### src/rtl/pong_game_ctrl.sv
// Frame-rate Pong sequencer: owns paddle/ball positions, scores and the serve/point/over flow.
// All state advances only on frame_tick, so outputs hold steady for a whole frame.
module pong_game_ctrl #(
  parameter int unsigned H_ACTIVE     = 640,
  parameter int unsigned V_ACTIVE     = 480,
  parameter int unsigned BORDER       = 10,
  parameter int unsigned PADDLE_LEN   = 50,
  parameter int unsigned PADDLE_THK   = 10,
  parameter int unsigned PADDLE_X_OFS = 40,
  parameter int unsigned BALL_SIDE    = 10,
  parameter int unsigned BALL_SPEED   = 2,
  parameter int unsigned PADDLE_SPEED = 4,
  parameter int unsigned WIN_SCORE    = 7,
  parameter int unsigned POINT_FRAMES = 60
) (
  input  logic        clk,
  input  logic        rst,
  input  logic        frame_tick,
  input  logic        p1_up,
  input  logic        p1_dn,
  input  logic        p2_up,
  input  logic        p2_dn,
  input  logic        serve,
  output logic [11:0] paddle1,
  output logic [11:0] paddle2,
  output logic [11:0] ball_x,
  output logic [11:0] ball_y,
  output logic        flag,
  output logic [3:0]  score1,
  output logic [3:0]  score2,
  output logic        game_over
);

  typedef logic [11:0] coord_t;
  typedef enum logic [2:0] {StIdle, StServe, StPlay, StPoint, StOver} state_e;

  localparam coord_t PadMin    = coord_t'(BORDER);
  localparam coord_t PadMax    = coord_t'(V_ACTIVE - BORDER - PADDLE_LEN);
  localparam coord_t PadInit   = coord_t'((V_ACTIVE - PADDLE_LEN) / 2);
  localparam coord_t PadLen    = coord_t'(PADDLE_LEN);
  localparam coord_t PadStep   = coord_t'(PADDLE_SPEED);
  localparam coord_t Side      = coord_t'(BALL_SIDE);
  localparam coord_t Step      = coord_t'(BALL_SPEED);
  localparam coord_t BallX0    = coord_t'((H_ACTIVE - BALL_SIDE) / 2);
  localparam coord_t BallY0    = coord_t'((V_ACTIVE - BALL_SIDE) / 2);
  localparam coord_t BallYMin  = coord_t'(BORDER);
  localparam coord_t BallYMax  = coord_t'(V_ACTIVE - BORDER - BALL_SIDE);
  localparam coord_t LeftFace  = coord_t'(PADDLE_X_OFS + PADDLE_THK);
  localparam coord_t RightFace = coord_t'(H_ACTIVE - PADDLE_X_OFS - PADDLE_THK - 1);
  localparam coord_t LeftGoal  = coord_t'(BORDER);
  localparam coord_t RightGoal = coord_t'(H_ACTIVE - BORDER);
  localparam int unsigned CntW = $clog2(POINT_FRAMES + 1);
  localparam logic [CntW-1:0] CntLast = CntW'(POINT_FRAMES - 1);
  localparam logic [3:0] WinScore = 4'(WIN_SCORE);

  state_e          state_q, state_d;
  coord_t          paddle1_q, paddle1_d, paddle2_q, paddle2_d;
  coord_t          ball_x_q, ball_x_d, ball_y_q, ball_y_d;
  logic            dx_q, dx_d, dy_q, dy_d;  // 1 = moving toward larger coordinate
  logic [3:0]      score1_q, score1_d, score2_q, score2_d;
  logic [CntW-1:0] cnt_q, cnt_d;
  logic            flag_q, flag_d, game_over_q, game_over_d;
  logic            rows1, rows2;

  function automatic coord_t move_paddle(input coord_t pos, input logic up, input logic dn);
    coord_t res;
    res = pos;
    if (up && !dn) begin
      res = (pos <= PadMin + PadStep) ? PadMin : pos - PadStep;
    end else if (dn && !up) begin
      res = (pos + PadStep >= PadMax) ? PadMax : pos + PadStep;
    end
    return res;
  endfunction

  assign rows1 = (ball_y_q + Side > paddle1_q) && (ball_y_q < paddle1_q + PadLen);
  assign rows2 = (ball_y_q + Side > paddle2_q) && (ball_y_q < paddle2_q + PadLen);

  always_comb begin
    state_d   = state_q;
    paddle1_d = paddle1_q;
    paddle2_d = paddle2_q;
    ball_x_d  = ball_x_q;
    ball_y_d  = ball_y_q;
    dx_d      = dx_q;
    dy_d      = dy_q;
    score1_d  = score1_q;
    score2_d  = score2_q;
    cnt_d     = cnt_q;
    if (frame_tick) begin
      unique case (state_q)
        StIdle: begin
          if (serve) begin
            state_d  = StServe;
            ball_x_d = BallX0;
            ball_y_d = BallY0;
          end
        end
        StServe: begin
          paddle1_d = move_paddle(paddle1_q, p1_up, p1_dn);
          paddle2_d = move_paddle(paddle2_q, p2_up, p2_dn);
          ball_x_d  = BallX0;
          ball_y_d  = BallY0;
          if (serve) state_d = StPlay;
        end
        StPlay: begin
          paddle1_d = move_paddle(paddle1_q, p1_up, p1_dn);
          paddle2_d = move_paddle(paddle2_q, p2_up, p2_dn);
          if (!dy_q && ball_y_q <= BallYMin + Step) begin
            ball_y_d = BallYMin;
            dy_d     = 1'b1;
          end else if (dy_q && ball_y_q + Step >= BallYMax) begin
            ball_y_d = BallYMax;
            dy_d     = 1'b0;
          end else begin
            ball_y_d = dy_q ? ball_y_q + Step : ball_y_q - Step;
          end
          // dx is left untouched on a miss, so it already points at the conceding player.
          if (!dx_q && ball_x_q >= LeftFace && ball_x_q <= LeftFace + Step && rows1) begin
            ball_x_d = LeftFace;
            dx_d     = 1'b1;
          end else if (dx_q && ball_x_q + Side <= RightFace &&
                       ball_x_q + Side + Step >= RightFace && rows2) begin
            ball_x_d = RightFace - Side;
            dx_d     = 1'b0;
          end else if (!dx_q && ball_x_q <= LeftGoal + Step) begin
            score2_d = score2_q + {3'b000, score2_q != 4'hF};
            state_d  = StPoint;
            cnt_d    = '0;
          end else if (dx_q && ball_x_q + Side + Step >= RightGoal) begin
            score1_d = score1_q + {3'b000, score1_q != 4'hF};
            state_d  = StPoint;
            cnt_d    = '0;
          end else begin
            ball_x_d = dx_q ? ball_x_q + Step : ball_x_q - Step;
          end
        end
        StPoint: begin
          if (cnt_q == CntLast) begin
            cnt_d = '0;
            if (score1_q == WinScore || score2_q == WinScore) begin
              state_d = StOver;
            end else begin
              state_d  = StServe;
              ball_x_d = BallX0;
              ball_y_d = BallY0;
            end
          end else begin
            cnt_d = cnt_q + 1'b1;
          end
        end
        StOver: begin
          if (serve) begin
            state_d  = StServe;
            score1_d = '0;
            score2_d = '0;
            ball_x_d = BallX0;
            ball_y_d = BallY0;
          end
        end
        default: state_d = StIdle;
      endcase
    end
    flag_d      = (state_d != StIdle);
    game_over_d = (state_d == StOver);
  end

  always_ff @(posedge clk or posedge rst) begin
    if (rst) begin
      state_q     <= StIdle;
      paddle1_q   <= PadInit;
      paddle2_q   <= PadInit;
      ball_x_q    <= BallX0;
      ball_y_q    <= BallY0;
      dx_q        <= 1'b1;
      dy_q        <= 1'b1;
      score1_q    <= '0;
      score2_q    <= '0;
      cnt_q       <= '0;
      flag_q      <= 1'b0;
      game_over_q <= 1'b0;
    end else begin
      state_q     <= state_d;
      paddle1_q   <= paddle1_d;
      paddle2_q   <= paddle2_d;
      ball_x_q    <= ball_x_d;
      ball_y_q    <= ball_y_d;
      dx_q        <= dx_d;
      dy_q        <= dy_d;
      score1_q    <= score1_d;
      score2_q    <= score2_d;
      cnt_q       <= cnt_d;
      flag_q      <= flag_d;
      game_over_q <= game_over_d;
    end
  end

  assign paddle1   = paddle1_q;
  assign paddle2   = paddle2_q;
  assign ball_x    = ball_x_q;
  assign ball_y    = ball_y_q;
  assign score1    = score1_q;
  assign score2    = score2_q;
  assign flag      = flag_q;
  assign game_over = game_over_q;

endmodule

### config.mk
export PLATFORM = sky130hd
export DESIGN_NAME = pong_game_ctrl
export DESIGN_NICKNAME = d
export VERILOG_FILES = /design/src/rtl/pong_game_ctrl.sv
export SDC_FILE = /design/constraint.sdc
export NUM_CORES = 1
export LEC_CHECK = 0
export ABC_AREA = 1
export BUFFER_PORTS_ARGS = -buffer_cell sky130_fd_sc_hd__buf_4
export CORE_MARGIN = 3
export CORE_UTILIZATION = 30
export DETAILED_ROUTE_END_ITERATION = 16
export PLACE_DENSITY = 0.55
export SKIP_LAST_GASP = 1
export SLEW_MARGIN = 20
export SYNTH_ARGS = -nofsm -noshare
export SYNTH_HDL_FRONTEND = slang
export SYNTH_SLANG_ARGS = --single-unit
### constraint.sdc
create_clock -name clk -period 4.3 [get_ports clk]
set_input_delay 0.86 -clock clk [delete_from_list [all_inputs] [get_ports clk]]
set_output_delay 0.86 -clock clk [all_outputs]
set_load 0.005 [all_outputs]
[Yosys cells after proc, flatten, opt, wreduce, memory -nomap -nowiden]
Cells that the tools add are included.
Cells by class
  reductions and logical operators: 43
  multiplexer cells: 54
  eq/ne operators: 22
  $lt $le $gt $ge: 16
  add/subtract/negate cells: 16
Operators with widths (number)
  $mux W12: 22
  $pmux W12 S4: 2
  $le A12 B4 Y1 const B: 4
  $add A12 B2 Y12 const B: 3
  $ge A12 B9 Y1 const B: 3
  $mux W4: 8
  $mux W6: 5
  $mux W3: 9
  $add A12 B3 Y12 const B: 2
  $add A12 B4 Y12 const B: 2
  $add A12 B6 Y12 const B: 2
  $ge A12 B10 Y1 const B: 2
  $gt A12 B12 Y1: 2
  $lt A12 B12 Y1: 2
  $sub A12 B2 Y12 const B: 2
  $sub A12 B3 Y12 const B: 2
  $logic_and A1 B1 Y1: 16
  $ne A2 B2 Y1 const B: 8
  $ne A4 B4 Y1 const B: 4
  $pmux W4 S2: 2
  $reduce_and A7 Y1: 2
  $ge A12 B6 Y1 const B: 1
  $le A12 B10 Y1 const B: 1
  $le A12 B6 Y1 const B: 1
  other kinds (22): 44
Storage, ports and cells
  register bits after elaboration: 69
  input bits: 8
  output and inout port bits: 58

[Longest topological paths before layout]
Gate-level depths: netlist of the first run.
  word-level depth: 11
  depth in mapped cells: 25

[Least setup slack after synthesis of the first run]
Ideal clock, no wire load.
  path kind: reg-to-reg
  start: register ball_y_q[5], in the netlist ball_y[5]
  end: register ball_x_q[6], in the netlist ball_x[6]
  setup time: 0.083 ns
  period minus slack after synthesis: 3.170 ns
  cell stages (with the launch flop): 20
  path buffers: 2
  slack: 1.130 ns
  data required time: 4.217 ns
  data arrival time: 3.088 ns
  cell sequence: dfstp_2 clkbuf_1 nand2_1 nor3_1 nand2_1 xnor2_1 ha_1 nand2_1 nor2_1 nand3_1 nand3_1 nand3_1 nor2_1 nand2_1 a21oi_2 nor2_4 a21oi_4 buf_6 nand3_1 o21ai_0
On the way
  cells in the longest elaborated chain, start to end: 7
  elaborated cells between the ends (all ways): 15
  classes of those cells: add/sub (1); order compare (4); eq/ne (2); mux (3); reduce/logical (5)
Ends and longest elaborated chain
  start: declaration: line 58  | coord_t ball_x_q, ball_x_d, ball_y_q, ball_y_d;
  start signal: assignment: line 174  | ball_y_q <= BallY0;
  start signal: assignment: line 187  | ball_y_q <= ball_y_d;
  $add A12 B4 Y12: line 76, 77
  $gt A12 B12 Y1: line 77  | assign rows2 = (ball_y_q + Side > paddle2_q) && (ball_y_q < paddle2_q + PadLen);
  $logic_and A1 B1 Y1: line 77
  $logic_and A1 B1 Y1: line 123  | ball_x_q + Side + Step >= RightFace && rows2) begin
  $mux W12: line 122  | end else if (dx_q && ball_x_q + Side <= RightFace &&
  $mux W12: line 119  | if (!dx_q && ball_x_q >= LeftFace && ball_x_q <= LeftFace + Step && rows1) begin
  $pmux W12 S4: line 91  | unique case (state_q)
  end signal: assignment: line 173  | ball_x_q <= BallX0;
  end signal: assignment: line 186  | ball_x_q <= ball_x_d;
  end: declaration: line 58
Parallel ways exist; a longest one is shown, timed or not.
A chain may end at the register's enable or synchronous reset.

[Worst setup path in the final report of the first run]
  start: register ball_y_q[1], in the netlist ball_y[1]
  end: register ball_x_q[9], in the netlist ball_x[9]
Same word-level chain as after synthesis.

==> flow_summary.ini, run 1 <==
[synth]
synth.most_common_cell = sky130_fd_sc_hd__nand2_1
synth.net_count = 1151
gate_count_after_technology_mapping = 1065
distinct_cells_synth = 51
syn-cell-area_um2 = 7230
ys_seq_area_share_pct = 24.3
total_of_flip_flops_plus_latches_after_synthesis = 69
synth_top_flop_cell = sky130_fd_sc_hd__dfrtp_1
synth_top_cells_by_area = sky130_fd_sc_hd__dfrtp_1 (15%), sky130_fd_sc_hd__ha_1 (13%), sky130_fd_sc_hd__nand2_1 (13%)
synth-async-reset-ratio_pct = 100
synth.top_cell.area_share_pct = 14.9
synth.top_cells.by_count = sky130_fd_sc_hd__nand2_1 (256), sky130_fd_sc_hd__inv_1 (132), sky130_fd_sc_hd__nor2_1 (107)
synth_edf_count = 0
synth_area_leader_cell = sky130_fd_sc_hd__dfrtp_1
syn-mean-instance-area_um2 = 6.79
yosysWarningCount = 0

[power_and_ir_drop]
ir_drop_mv = 0.216
power_density_nw_per_um2 = 639
switching_share_pct = 51.4
net_switching_power_of_the_design_mw = 2.75
seqPwrFrac_pct = 24.2
pwr-share-comb_pct = 60.5
leakage_nw = 4.06
power.share.clock_pct = 15.3
fin_total_pwr_mw = 5.35
cellInternalPower_mw = 2.60

[placement]
placement.cell_area_um2 = 8060
place.gp.congestion = 0.869
detailed_place_hpwl_mm = 16.8
port_buffers = 65
placed_cells_incl_taps = 1433

[global_route]
grt_overflow = 0
grt_antenna_before_repair = 0
grt_first_pass_wirelength_mm = 35.2
first_global_vias = 6857
maximum_number_of_pins_on_one_net_before_global_route_repair = 70
gr-usage-all-layers_pct = 16.7

[clocking]
clkSlewWorstSetupHoldPaths_ns = 0.07
cts_resized = 0
ctsHoldBuffers = 0
insertion_delay_ns = 0.35
clk_path_buf_depth = 2
clock_sink_count = 69
number_of_buffers_added_by_the_clock_tree_synthesis_step = 9
clock_tree.htree_level_count = 3
cts_tree = done
cts_setup_buffers = 0
cts.root.buffer_cell = sky130_fd_sc_hd__clkbuf_16

[sta]
grt_setup_unrepaired = false
slew-limit-headroom_pct = 28.0
tns_ns = 0
finalMaxSlewViolations = 0
setup-violations-final = 0
post-route-min-period_ns = 3.87
max_freq_mhz = 258
fin_crit_share_pct = 90.1
finalHoldViolations = 0
clock-skew-final_ns = 0.0167
worst_slew_pin_slew_ns = 1.07

[die]
coreArea_um2 = 23500
std_cell_rows = 56
die_w_um = 161
boundaryPins = 66
initial_core_util_pct = 30.7
design.die.area_um2 = 26000
fp.dieH_um = 161

[drt]
remaining_number_of_nets_flagged_by_the_antenna_check_after_routing = 0
post-route-drc-count = 0
dr.first_iter.drc_count = 401
routed_wl_mm = 21.3
num_vias = 7123
wire_per_inst_um = 14.7
viasPerCell = 4.92
drtPass1Iterations = 5

[flow_run]
drv_cap = 0

[final_layout]
num_antenna_cells = 0
layout_area_overhead_pct = 15.8
final_net_count = 1211
num-fill-cells = 2592
finish.cell_count_without_fillers = 1449
design_area_um2 = 8370
post_route_cells_drive_above_1_share_pct = 12.8

[setup_path]
category_of_the_worst_setup_path_launch_point = flop
worst-setup-path-type = flop to flop
end_kind = flop
r2r_start = ball_y[1]$_DFFE_PP1P_
reg2regPathDepth = 20
timing.critical_path.fanout_max = 14
setup.worst_path.end = ball_x[9]$_DFFE_PP0P_
worst_ep_required_time_ns = 4.53
critPathArrivalTime_ns = 4.10
startpoint = ball_y[1]$_DFFE_PP1P_
reg2reg_to = ball_x[9]$_DFFE_PP0P_
ff2ff_setup_slack_ns = 0.43

[min_path]
holdCritPathClass = flop to flop

[run_status]
outcome = finished clean
[kinds of logic after synthesis]
| group | count (synthesis) | share of synthesized area [%] |
|---|---|---|
| fa+ha+maj | 78 | 13.6 |
| simple gates | 497 | 29.3 |
| buf+inv | 163 | 8.64 |
| flops | 69 | 24.3 |
| xor+xnor | 72 | 8.72 |
| compound gates | 186 | 15.4 |
[area by class of cell]
| class | instances | area [um2] | share of cell area (%) |
|---|---|---|---|
| Multi-Input combinational cell | 833 | 4840 | 57.9 |
| Sequential cell | 69 | 1760 | 21.0 |
| Inverter | 143 | 537 | 6.41 |
| Timing Repair Buffer | 69 | 518 | 6.19 |
| Tap cell | 319 | 399 | 4.77 |
| Clock buffer | 9 | 225 | 2.69 |
| Clock inverter | 7 | 88.8 | 1.06 |
[routing by layer]
| metal | routed length (um) | vias to the layer above | GRT usage, % |
|---|---|---|---|
| li1 | - | 3666 | - |
| met1 | 10500 | 3289 | 23.1 |
| met2 | 9570 | 140 | 26.9 |
| met3 | 777 | 28 | 2.54 |
| met4 | 436 | 0 | 4.73 |
| met5 | 0 | - | 0 |
[metrics by stage]
stage / hold WS (ns) / setup WS [ns] / utilization (%)
6_report: 0.511 / 0.427 / 35.6
5_1_grt: 0.543 / 0.0512 / 35.6
4_1_cts: 0.516 / 0.425 / 35.6
3_5_place_dp: 0.506 / 0.452 / 34.2
3_3_place_gp: 0.501 / 0.554 / 34.2
2_1_floorplan: 0.468 / 1.13 / -
[how the worst min path moves through the flow]
stage | start | end | slack (ns) | depth (start not counted)
floorplan | paddle1[0]$_DFFE_PP1P_ | paddle1[0]$_DFFE_PP1P_ | 0.47 | 2
global placement | paddle2[0]$_DFFE_PP1P_ | paddle2[0]$_DFFE_PP1P_ | 0.50 | 2
detailed placement | paddle2[0]$_DFFE_PP1P_ | paddle2[0]$_DFFE_PP1P_ | 0.51 | 2
CTS | paddle2[0]$_DFFE_PP1P_ | paddle2[0]$_DFFE_PP1P_ | 0.52 | 2
global route | paddle2[0]$_DFFE_PP1P_ | paddle2[0]$_DFFE_PP1P_ | 0.54 | 2
finish | paddle2[0]$_DFFE_PP1P_ | paddle2[0]$_DFFE_PP1P_ | 0.51 | 2
[state kept, by name, summed over array words and instances (netlist names)]
| signal | count |
|---|---|
| score1 | 4 |
| game_over | 1 |
| paddle1 | 12 |
| score2 | 4 |
| paddle2 | 12 |
| state_q | 3 |
| ball_x | 12 |
| flag | 1 |
| dy_q | 1 |
| dx_q | 1 |
| cnt_q | 6 |
| ball_y | 12 |
[cell usage in the layout, fill, tap and decap left out, types with 5 or more instances in the layout]
master and count:
sky130_fd_sc_hd__ha_1 77, sky130_fd_sc_hd__clkbuf_16 9, sky130_fd_sc_hd__buf_4 69, sky130_fd_sc_hd__dfstp_2 26, sky130_fd_sc_hd__xnor2_1 6, sky130_fd_sc_hd__dfrtp_1 43, sky130_fd_sc_hd__xor2_1 66, sky130_fd_sc_hd__nand2_1 256
sky130_fd_sc_hd__inv_1 131, sky130_fd_sc_hd__a22oi_1 10, sky130_fd_sc_hd__nand4_1 10, sky130_fd_sc_hd__o211ai_1 6, sky130_fd_sc_hd__o2111ai_1 5, sky130_fd_sc_hd__a21oi_1 65, sky130_fd_sc_hd__nand3_1 67, sky130_fd_sc_hd__o22ai_1 5
sky130_fd_sc_hd__nor2_1 107, sky130_fd_sc_hd__nor3_1 29, sky130_fd_sc_hd__nand2_2 5, sky130_fd_sc_hd__o21ai_1 18, sky130_fd_sc_hd__o21ai_0 42, sky130_fd_sc_hd__inv_2 8
[power groups by stage]
| stage | clock network (mW) | logic, mW | registers (mW) |
|---|---|---|---|
| after floorplan | 0 | 2.35 | 1.13 |
| after global placement | 0 | 3.21 | 1.30 |
| after detailed placement | 0 | 3.24 | 1.30 |
| after CTS | 0.850 | 3.26 | 1.29 |
| after global routing | 0.870 | 3.74 | 1.34 |
| final | 0.818 | 3.24 | 1.30 |
[worst max-delay path, cell delays in order, from the launching register on]
cell                      delay (ns)
sky130_fd_sc_hd__dfstp_2        0.61
sky130_fd_sc_hd__inv_1          0.16
sky130_fd_sc_hd__o21ai_0        0.38
sky130_fd_sc_hd__nand2_1        0.17
sky130_fd_sc_hd__nor3_1         0.21
sky130_fd_sc_hd__xor2_1         0.24
sky130_fd_sc_hd__ha_1           0.27
sky130_fd_sc_hd__nand2_1        0.08
sky130_fd_sc_hd__nor2_1         0.07
sky130_fd_sc_hd__nand4_1        0.07
sky130_fd_sc_hd__nand3_1        0.07
sky130_fd_sc_hd__nor2_1         0.10
sky130_fd_sc_hd__nand3_1        0.07
sky130_fd_sc_hd__nor2_1         0.14
sky130_fd_sc_hd__nand2_1        0.09
sky130_fd_sc_hd__a21oi_2        0.27
sky130_fd_sc_hd__nor2_4         0.11
sky130_fd_sc_hd__a21oi_4        0.34
sky130_fd_sc_hd__inv_2          0.15
sky130_fd_sc_hd__nand2_1        0.08
sky130_fd_sc_hd__o21ai_1        0.06
(Power assumes the default switching activity.)
==> inputs of run 2 (changes only) <==
==> constraint.sdc (replaced) <==
create_clock -name clk -period 4.8 [get_ports clk]
set_input_delay 0.96 -clock clk [delete_from_list [all_inputs] [get_ports clk]]
set_output_delay 0.96 -clock clk [all_outputs]
set_load 0.005 [all_outputs]
==> run 2 against run 1 <==
  * Maximum frequency up 0.62%
  * Global-route usage is 0.50 points lower
  * Largest cell class unchanged
  * Clock-buffer cell count unchanged
  * Sequential power decreased by 11%
  * Flip-flop and latch count stayed put
  * Largest power group unchanged
  * Critical path depth did not move
==> flow_summary.ini, run 2 (same netlist as run 1, synthesis figures left out) <==
[sta]
clock-skew-final_ns = 0.0227
setup-violations-final = 0
max_freq_mhz = 260
post-route-worst-setup-slack_ns = 0.950
finalMaxSlewViolations = 0
finalHoldViolations = 0
fin_crit_share_pct = 80.2
worst_slew_pin_slew_ns = 1.03
hold_slack_ns = 0.514
slew-limit-headroom_pct = 30.9
tns_ns = 0
grt_setup_unrepaired = false
post-route-min-period_ns = 3.85

[min_path]
holdCritPathClass = flop to flop

[placement]
port_buffers = 65
placement.cell_area_um2 = 8050
placed_cells_incl_taps = 1432
place.gp.congestion = 0.872
pre_cts_slack_ns = 0.986
detailed_place_hpwl_mm = 16.6

[clocking]
clock_sink_count = 69
clk_path_buf_depth = 2
ctsHoldBuffers = 0
cts.root.buffer_cell = sky130_fd_sc_hd__clkbuf_16
cts_tree = done
insertion_delay_ns = 0.35
cts_setup_buffers = 0
number_of_buffers_added_by_the_clock_tree_synthesis_step = 9
cts_resized = 0
clock_tree.htree_level_count = 3
clkSlewWorstSetupHoldPaths_ns = 0.08

[setup_path]
ff2ff_setup_slack_ns = 0.95
worst_ep_required_time_ns = 5.02
timing.critical_path.fanout_max = 14
category_of_the_worst_setup_path_launch_point = flop
critPathArrivalTime_ns = 4.07
worst-setup-path-type = flop to flop
end_kind = flop

[final_layout]
layout_area_overhead_pct = 15.5
post_route_cells_drive_above_1_share_pct = 12.8
final_net_count = 1210
final_common_cell = sky130_fd_sc_hd__nand2_1
num-fill-cells = 2629
design_area_um2 = 8350
num_antenna_cells = 0
post-route-util_pct = 35.5
finish.cell_count_without_fillers = 1448
layout.cells.most_common_list = sky130_fd_sc_hd__nand2_1 (256), sky130_fd_sc_hd__inv_1 (131), sky130_fd_sc_hd__nor2_1 (107)

[flow_run]
drv_cap = 0

[die]
fp.dieH_um = 161
design.die.area_um2 = 26000
initial_core_util_pct = 30.7
die_w_um = 161
coreArea_um2 = 23500
std_cell_rows = 56
boundaryPins = 66

[global_route]
maximum_number_of_pins_on_one_net_before_global_route_repair = 37
grt_first_pass_wirelength_mm = 34.4
first_global_vias = 6770
grt_antenna_before_repair = 0
gr-usage-all-layers_pct = 16.1
grt_overflow = 0

[power_and_ir_drop]
fin_total_pwr_mw = 4.73
leakage_nw = 4.05
power_density_nw_per_um2 = 566
ir_drop_mv = 0.210

[drt]
viasPerCell = 4.86
drt-met1-wl_mm = 10.3
met2RoutedLength_mm = 9.42
wire_per_inst_um = 14.4
remaining_number_of_nets_flagged_by_the_antenna_check_after_routing = 0
drtPass1Iterations = 6
highest-signal-layer = met4
dr.first_iter.drc_count = 418
route.met3.wl_um = 886
post-route-drc-count = 0
routed_wl_mm = 20.9
num_vias = 7040

[run_status]
outcome = finished clean
[run 2: cell count changes in the layout (fill, tap and decap cells not counted)]
cell,change
sky130_fd_sc_hd__buf_4,-1
sky130_fd_sc_hd__bufinv_16,-1
sky130_fd_sc_hd__clkinv_8,+1
[run 2: final timing paths]
path | start | end | cells past startpoint
worst max register to register | ball_y[1]$_DFFE_PP1P_ | ball_x[9]$_DFFE_PP0P_ | 20
max in group asynchronous | rst | ball_x[1]$_DFFE_PP1P_ | 3
worst min register to register | paddle2[0]$_DFFE_PP1P_ | paddle2[0]$_DFFE_PP1P_ | 2
min in group asynchronous | rst | paddle1[5]$_DFFE_PP0P_ | 2
worst min-delay path | paddle2[0]$_DFFE_PP1P_ | paddle2[0]$_DFFE_PP1P_ | 2
worst max-delay path | ball_y[1]$_DFFE_PP1P_ | ball_x[9]$_DFFE_PP0P_ | 20
[run 2: critical path, cell delays in order, from the launching register on]
cell and delay [ns]:
sky130_fd_sc_hd__dfstp_2 0.62, sky130_fd_sc_hd__inv_1 0.15, sky130_fd_sc_hd__o21ai_0 0.32, sky130_fd_sc_hd__nand2_1 0.17, sky130_fd_sc_hd__nor3_1 0.22, sky130_fd_sc_hd__xor2_1 0.23, sky130_fd_sc_hd__ha_1 0.27, sky130_fd_sc_hd__nand2_1 0.08
sky130_fd_sc_hd__nor2_1 0.07, sky130_fd_sc_hd__nand4_1 0.07, sky130_fd_sc_hd__nand3_1 0.06, sky130_fd_sc_hd__nor2_1 0.10, sky130_fd_sc_hd__nand3_1 0.07, sky130_fd_sc_hd__nor2_1 0.15, sky130_fd_sc_hd__nand2_1 0.09, sky130_fd_sc_hd__a21oi_2 0.28
sky130_fd_sc_hd__nor2_4 0.11, sky130_fd_sc_hd__a21oi_4 0.34, sky130_fd_sc_hd__inv_2 0.15, sky130_fd_sc_hd__nand2_1 0.09, sky130_fd_sc_hd__o21ai_1 0.06
[run 2: routing by layer]
metal	GRT usage, %	vias to the layer above
met2	26.1	154
li1	-	3647
met4	3.91	0
met1	22.7	3218
met5	0	-
met3	2.46	21
[run 2: power by group]
group	internal [mW]	leakage [nW]	switching [mW]
registers	0.811	0.836	0.345
clock network	0.369	0.145	0.326
logic	1.10	3.07	1.78
[run 2: area by class of cell]
type	instances	area (um2)	area share, %
Clock buffer	9	225	2.70
Clock inverter	7	75.1	0.899
Inverter	143	537	6.43
Multi-Input combinational cell	833	4840	58.0
Sequential cell	69	1760	21.1
Tap cell	319	399	4.78
Timing Repair Buffer	68	510	6.11
==> inputs of run 3 (changes only) <==
--- a/config.mk
+++ b/config.mk
@@ -5,12 +5,12 @@
 export SDC_FILE = /design/constraint.sdc
 export NUM_CORES = 1
 export LEC_CHECK = 0
-export ABC_AREA = 1
+export ABC_AREA = 0
 export BUFFER_PORTS_ARGS = -buffer_cell sky130_fd_sc_hd__buf_4
 export CORE_MARGIN = 3
 export CORE_UTILIZATION = 30
 export DETAILED_ROUTE_END_ITERATION = 16
-export PLACE_DENSITY = 0.55
+export PLACE_DENSITY = 0.57
 export SKIP_LAST_GASP = 1
 export SLEW_MARGIN = 20
 export SYNTH_ARGS = -nofsm -noshare
==> constraint.sdc (replaced) <==
create_clock -name clk -period 3.13 [get_ports clk]
set_input_delay 0.626 -clock clk [delete_from_list [all_inputs] [get_ports clk]]
set_output_delay 0.626 -clock clk [all_outputs]
set_load 0.005 [all_outputs]
==> run 3 against run 2 <==
  * The run now ends with negative setup slack left
  * Worst setup slack got worse by 1.5 ns
  * Area after synthesis increased by 1.7%
  * Clock-buffer cell count unchanged
  * Sequential share of layout area decreased by 3.0 points
  * Via count increased by 11%
  * Cell count increased by 0.35%
  * Routed wire length increased by 14%
  * Clock power increased by 54%
  * Global-route usage increased by 2.0 points
  * Clock skew decreased by 0.014 ns
  * Critical path depth decreased by 5
  * Non-clock buffer count increased by 164
  * Critical endpoint is now ball_x[7]$_DFFE_PP0P_
  * Largest power group unchanged
  * Highest routed layer unchanged
==> flow_summary.ini, run 3 <==
[die]
initial_core_util_pct = 31.0
fp.dieH_um = 163
coreArea_um2 = 23800
design.die.area_um2 = 26400
die_w_um = 163
std_cell_rows = 56
boundaryPins = 66

[placement]
port_buffers = 65
placement.cell_area_um2 = 9240
place.gp.congestion = 0.877
detailed_place_hpwl_mm = 18.7

[sta]
post-route-min-period_ns = 3.64
clock-skew-final_ns = 0.00864
finalHoldViolations = 0
setup-violations-final = 25
fin_crit_share_pct = 116
grt_setup_unrepaired = true
slew-limit-headroom_pct = 53.3
post-route-worst-setup-slack_ns = -0.509
tns_ns = -10.11
max_freq_mhz = 275
worst_slew_pin_slew_ns = 0.691
finalMaxSlewViolations = 0

[drt]
remaining_number_of_nets_flagged_by_the_antenna_check_after_routing = 0
dr.first_iter.drc_count = 520
drtPass1Iterations = 5
wire_per_inst_um = 16.4
routed_wl_mm = 23.8
viasPerCell = 5.35
post-route-drc-count = 0
num_vias = 7780

[flow_run]
drv_cap = 0

[final_layout]
num-fill-cells = 2385
layout.cells.most_common_list = sky130_fd_sc_hd__buf_4 (225), sky130_fd_sc_hd__nand2_1 (80), sky130_fd_sc_hd__a21oi_1 (79)
final_common_cell = sky130_fd_sc_hd__buf_4
post_route_cells_drive_above_1_share_pct = 28.6
area_occupied_by_registers_um2 = 1760
layout_area_overhead_pct = 32.6
final_net_count = 1215
design_area_um2 = 9750
multiInputGateArea_um2 = 5290
num_antenna_cells = 0

[setup_path]
critPathArrivalTime_ns = 3.86
end_kind = flop
r2r_start = ball_y[1]$_DFFE_PP1P_
crit_family = simple AND/OR/NAND/NOR gates
cell_by_cell_listing_of_the_critical_path = a21oi_2 -> nand3b_1 -> nor3_2 -> xor2_1 -> ha_1 -> nand3_2 -> nor4_1 -> or4_1 -> a21oi_1 -> o311ai_1 -> nor4_2 -> o21ai_2 -> o211ai_2 -> and2_4 -> mux2_4
reg2regPathDepth = 15
worst_ep_required_time_ns = 3.35
slowest_stage = sky130_fd_sc_hd__dfstp_2
category_of_the_worst_setup_path_launch_point = flop
timing.critical_path.fanout_max = 8
startpoint = ball_y[1]$_DFFE_PP1P_
ff2ff_setup_slack_ns = -0.51
reg2reg_to = ball_x[7]$_DFFE_PP0P_
critical-path-max-stage-delay_ns = 0.59
setup.worst_path.end = ball_x[7]$_DFFE_PP0P_
timing.critical_path.depth = 15
cp_num_buf_inv = 0
worst-setup-path-type = flop to flop

[synth]
syn-cell-area_um2 = 7350
synth.top_cell.area_share_pct = 14.6
main_combinational_cell_family_by_area_after_synthesis = compound AO/OA/AOI/OAI gates
ys_seq_area_share_pct = 23.9
yosysWarningCount = 0
yosys-mux-area-fraction_pct = 2.18
gate_count_after_technology_mapping = 938
synth_edf_count = 0
distinct_cells_synth = 85
simple_gate_portion_of_the_synthesized_area_pct = 21.9
synth-async-reset-ratio_pct = 100
synth_top_cells_by_area = sky130_fd_sc_hd__dfrtp_1 (15%), sky130_fd_sc_hd__ha_1 (13%), sky130_fd_sc_hd__dfstp_2 (9.3%)
synth.top_cells.by_count = sky130_fd_sc_hd__o21ai_0 (82), sky130_fd_sc_hd__nand2_1 (81), sky130_fd_sc_hd__a21oi_1 (80)
synth_top_flop_cell = sky130_fd_sc_hd__dfrtp_1
post_synth_xor_xnor_area_pct = 6.06
synth_fa_ha_area_share_pct = 13.4
syn-mean-instance-area_um2 = 7.84
synth_compound_gate_area_share_pct = 26.4
synth_area_leader_cell = sky130_fd_sc_hd__dfrtp_1
synth.most_common_cell = sky130_fd_sc_hd__o21ai_0
synth.net_count = 1024
total_of_flip_flops_plus_latches_after_synthesis = 69

[clocking]
clkSlewWorstSetupHoldPaths_ns = 0.06
clk_path_buf_depth = 2
insertion_delay_ns = 0.34
ctsHoldBuffers = 0
clock_sink_count = 69
cts.root.buffer_cell = sky130_fd_sc_hd__clkbuf_16
clock_tree.htree_level_count = 3
cts_tree = done
number_of_buffers_added_by_the_clock_tree_synthesis_step = 9

[global_route]
grt_antenna_before_repair = 0
grt_overflow = 0
grt_first_pass_wirelength_mm = 39.1
maximum_number_of_pins_on_one_net_before_global_route_repair = 70
first_global_vias = 7519
gr-usage-all-layers_pct = 18.2

[power_and_ir_drop]
power_density_nw_per_um2 = 605
net_switching_power_of_the_design_mw = 2.49
power.share.clock_pct = 18.1
seqPwrFrac_pct = 23.2
cellInternalPower_mw = 3.41
leakage_nw = 4.25
pwr-share-comb_pct = 58.7
ir_drop_mv = 0.226
switching_share_pct = 42.2

[run_status]
violations_in_the_final_reports = negative setup slack
outcome = complete, but fails checks

[min_path]
holdCritPathClass = primary input to async pin
## run 3: changes by cell type after synthesis, sizes merged, moves of 28 or more
cell,previous run,this run
nand2,262,81
xor2,66,9
nor2,114,62
inv,139,52
xnor2,6,41
nand3,70,37
o21ai,60,88
## run 3: power by group through the flow
stage	Clock, mW	Combinational (mW)	Sequential (mW)
after CTS	1.11	3.41	1.37
after floorplan	0	1.91	1.40
after detailed placement	0	3.37	1.38
after global placement	0	3.34	1.37
final	1.07	3.46	1.37
after global routing	1.15	3.89	1.41
## run 3: how the worst min path moves through the flow
stage                             end  slack, ns  cells after the start              startpoint
2_1_floorplan  paddle2[0]$_DFFE_PP1P_       0.47                      1  paddle2[0]$_DFFE_PP1P_
3_3_place_gp   paddle1[0]$_DFFE_PP1P_       0.50                      1  paddle1[0]$_DFFE_PP1P_
3_5_place_dp   paddle1[0]$_DFFE_PP1P_       0.50                      1  paddle1[0]$_DFFE_PP1P_
4_1_cts        paddle1[3]$_DFFE_PP0P_       0.37                      3                     rst
5_1_grt        paddle1[3]$_DFFE_PP0P_       0.38                      3                     rst
6_report       paddle1[3]$_DFFE_PP0P_       0.36                      3                     rst
## run 3: worst reg2reg max path, cell delays in order, from the launching register on
cell and delay (ns):
sky130_fd_sc_hd__dfstp_2 0.59, sky130_fd_sc_hd__a21oi_2 0.07, sky130_fd_sc_hd__nand3b_1 0.22, sky130_fd_sc_hd__nor3_2 0.15, sky130_fd_sc_hd__xor2_1 0.24, sky130_fd_sc_hd__ha_1 0.30, sky130_fd_sc_hd__nand3_2 0.09, sky130_fd_sc_hd__nor4_1 0.06
sky130_fd_sc_hd__or4_1 0.50, sky130_fd_sc_hd__a21oi_1 0.14, sky130_fd_sc_hd__o311ai_1 0.13, sky130_fd_sc_hd__nor4_2 0.25, sky130_fd_sc_hd__o21ai_2 0.14, sky130_fd_sc_hd__o211ai_2 0.10, sky130_fd_sc_hd__and2_4 0.25, sky130_fd_sc_hd__mux2_4 0.31
## run 3: cell type report
| class | count | area share, % |
|---|---|---|
| well taps | 319 | 4.09 |
| repair buffers | 232 | 18.4 |
| flip-flops and latches | 69 | 18.0 |
| inverters | 53 | 2.04 |
| clock inverters | 7 | 0.847 |
| multi-input cells | 764 | 54.3 |
| clock buffers | 9 | 2.31 |
## run 3: routing by layer
metal	routed length (um)	part of all wire, %	track usage, %	vias up
met5	0	0	0	-
met4	658	2.8	5.81	0
met3	856	3.6	2.52	39
met2	11200	47	30.1	169
met1	11100	47	24.6	3727
li1	-	-	-	3845
## run 3: through the flow
stage	hold slack, ns	cells	utilization [%]	setup slack [ns]	power [mW]
6_report	0.361	1453	41.1	-0.509	5.90
5_1_grt	0.383	1453	41.1	-0.707	6.46
4_1_cts	0.371	1453	40.8	-0.483	5.90
3_5_place_dp	0.503	1427	38.9	-0.620	4.75
3_3_place_gp	0.502	1427	38.9	-0.506	4.71
2_1_floorplan	0.470	938	-	-0.591	3.31
## run 3: cells by family (layout without fill, tap and decap cells)
family | count (synthesis) | after routing
flops | 69 | 69
compound gates | 305 | 305
buf+inv | 105 | 301
simple gates | 318 | 318
mux | 13 | 13
fa+ha+maj | 78 | 78
xor+xnor | 50 | 50
## run 3: repair_timing
| action | in CTS | in global routing |
|---|---|---|
| cloned | 0 | 0 |
| setup buffers | 10 | 2 |
| endpoints found under the setup margin | 26 | 41 |
| gates resized for setup | 14 | 21 |
| pin swaps | 9 | 10 |
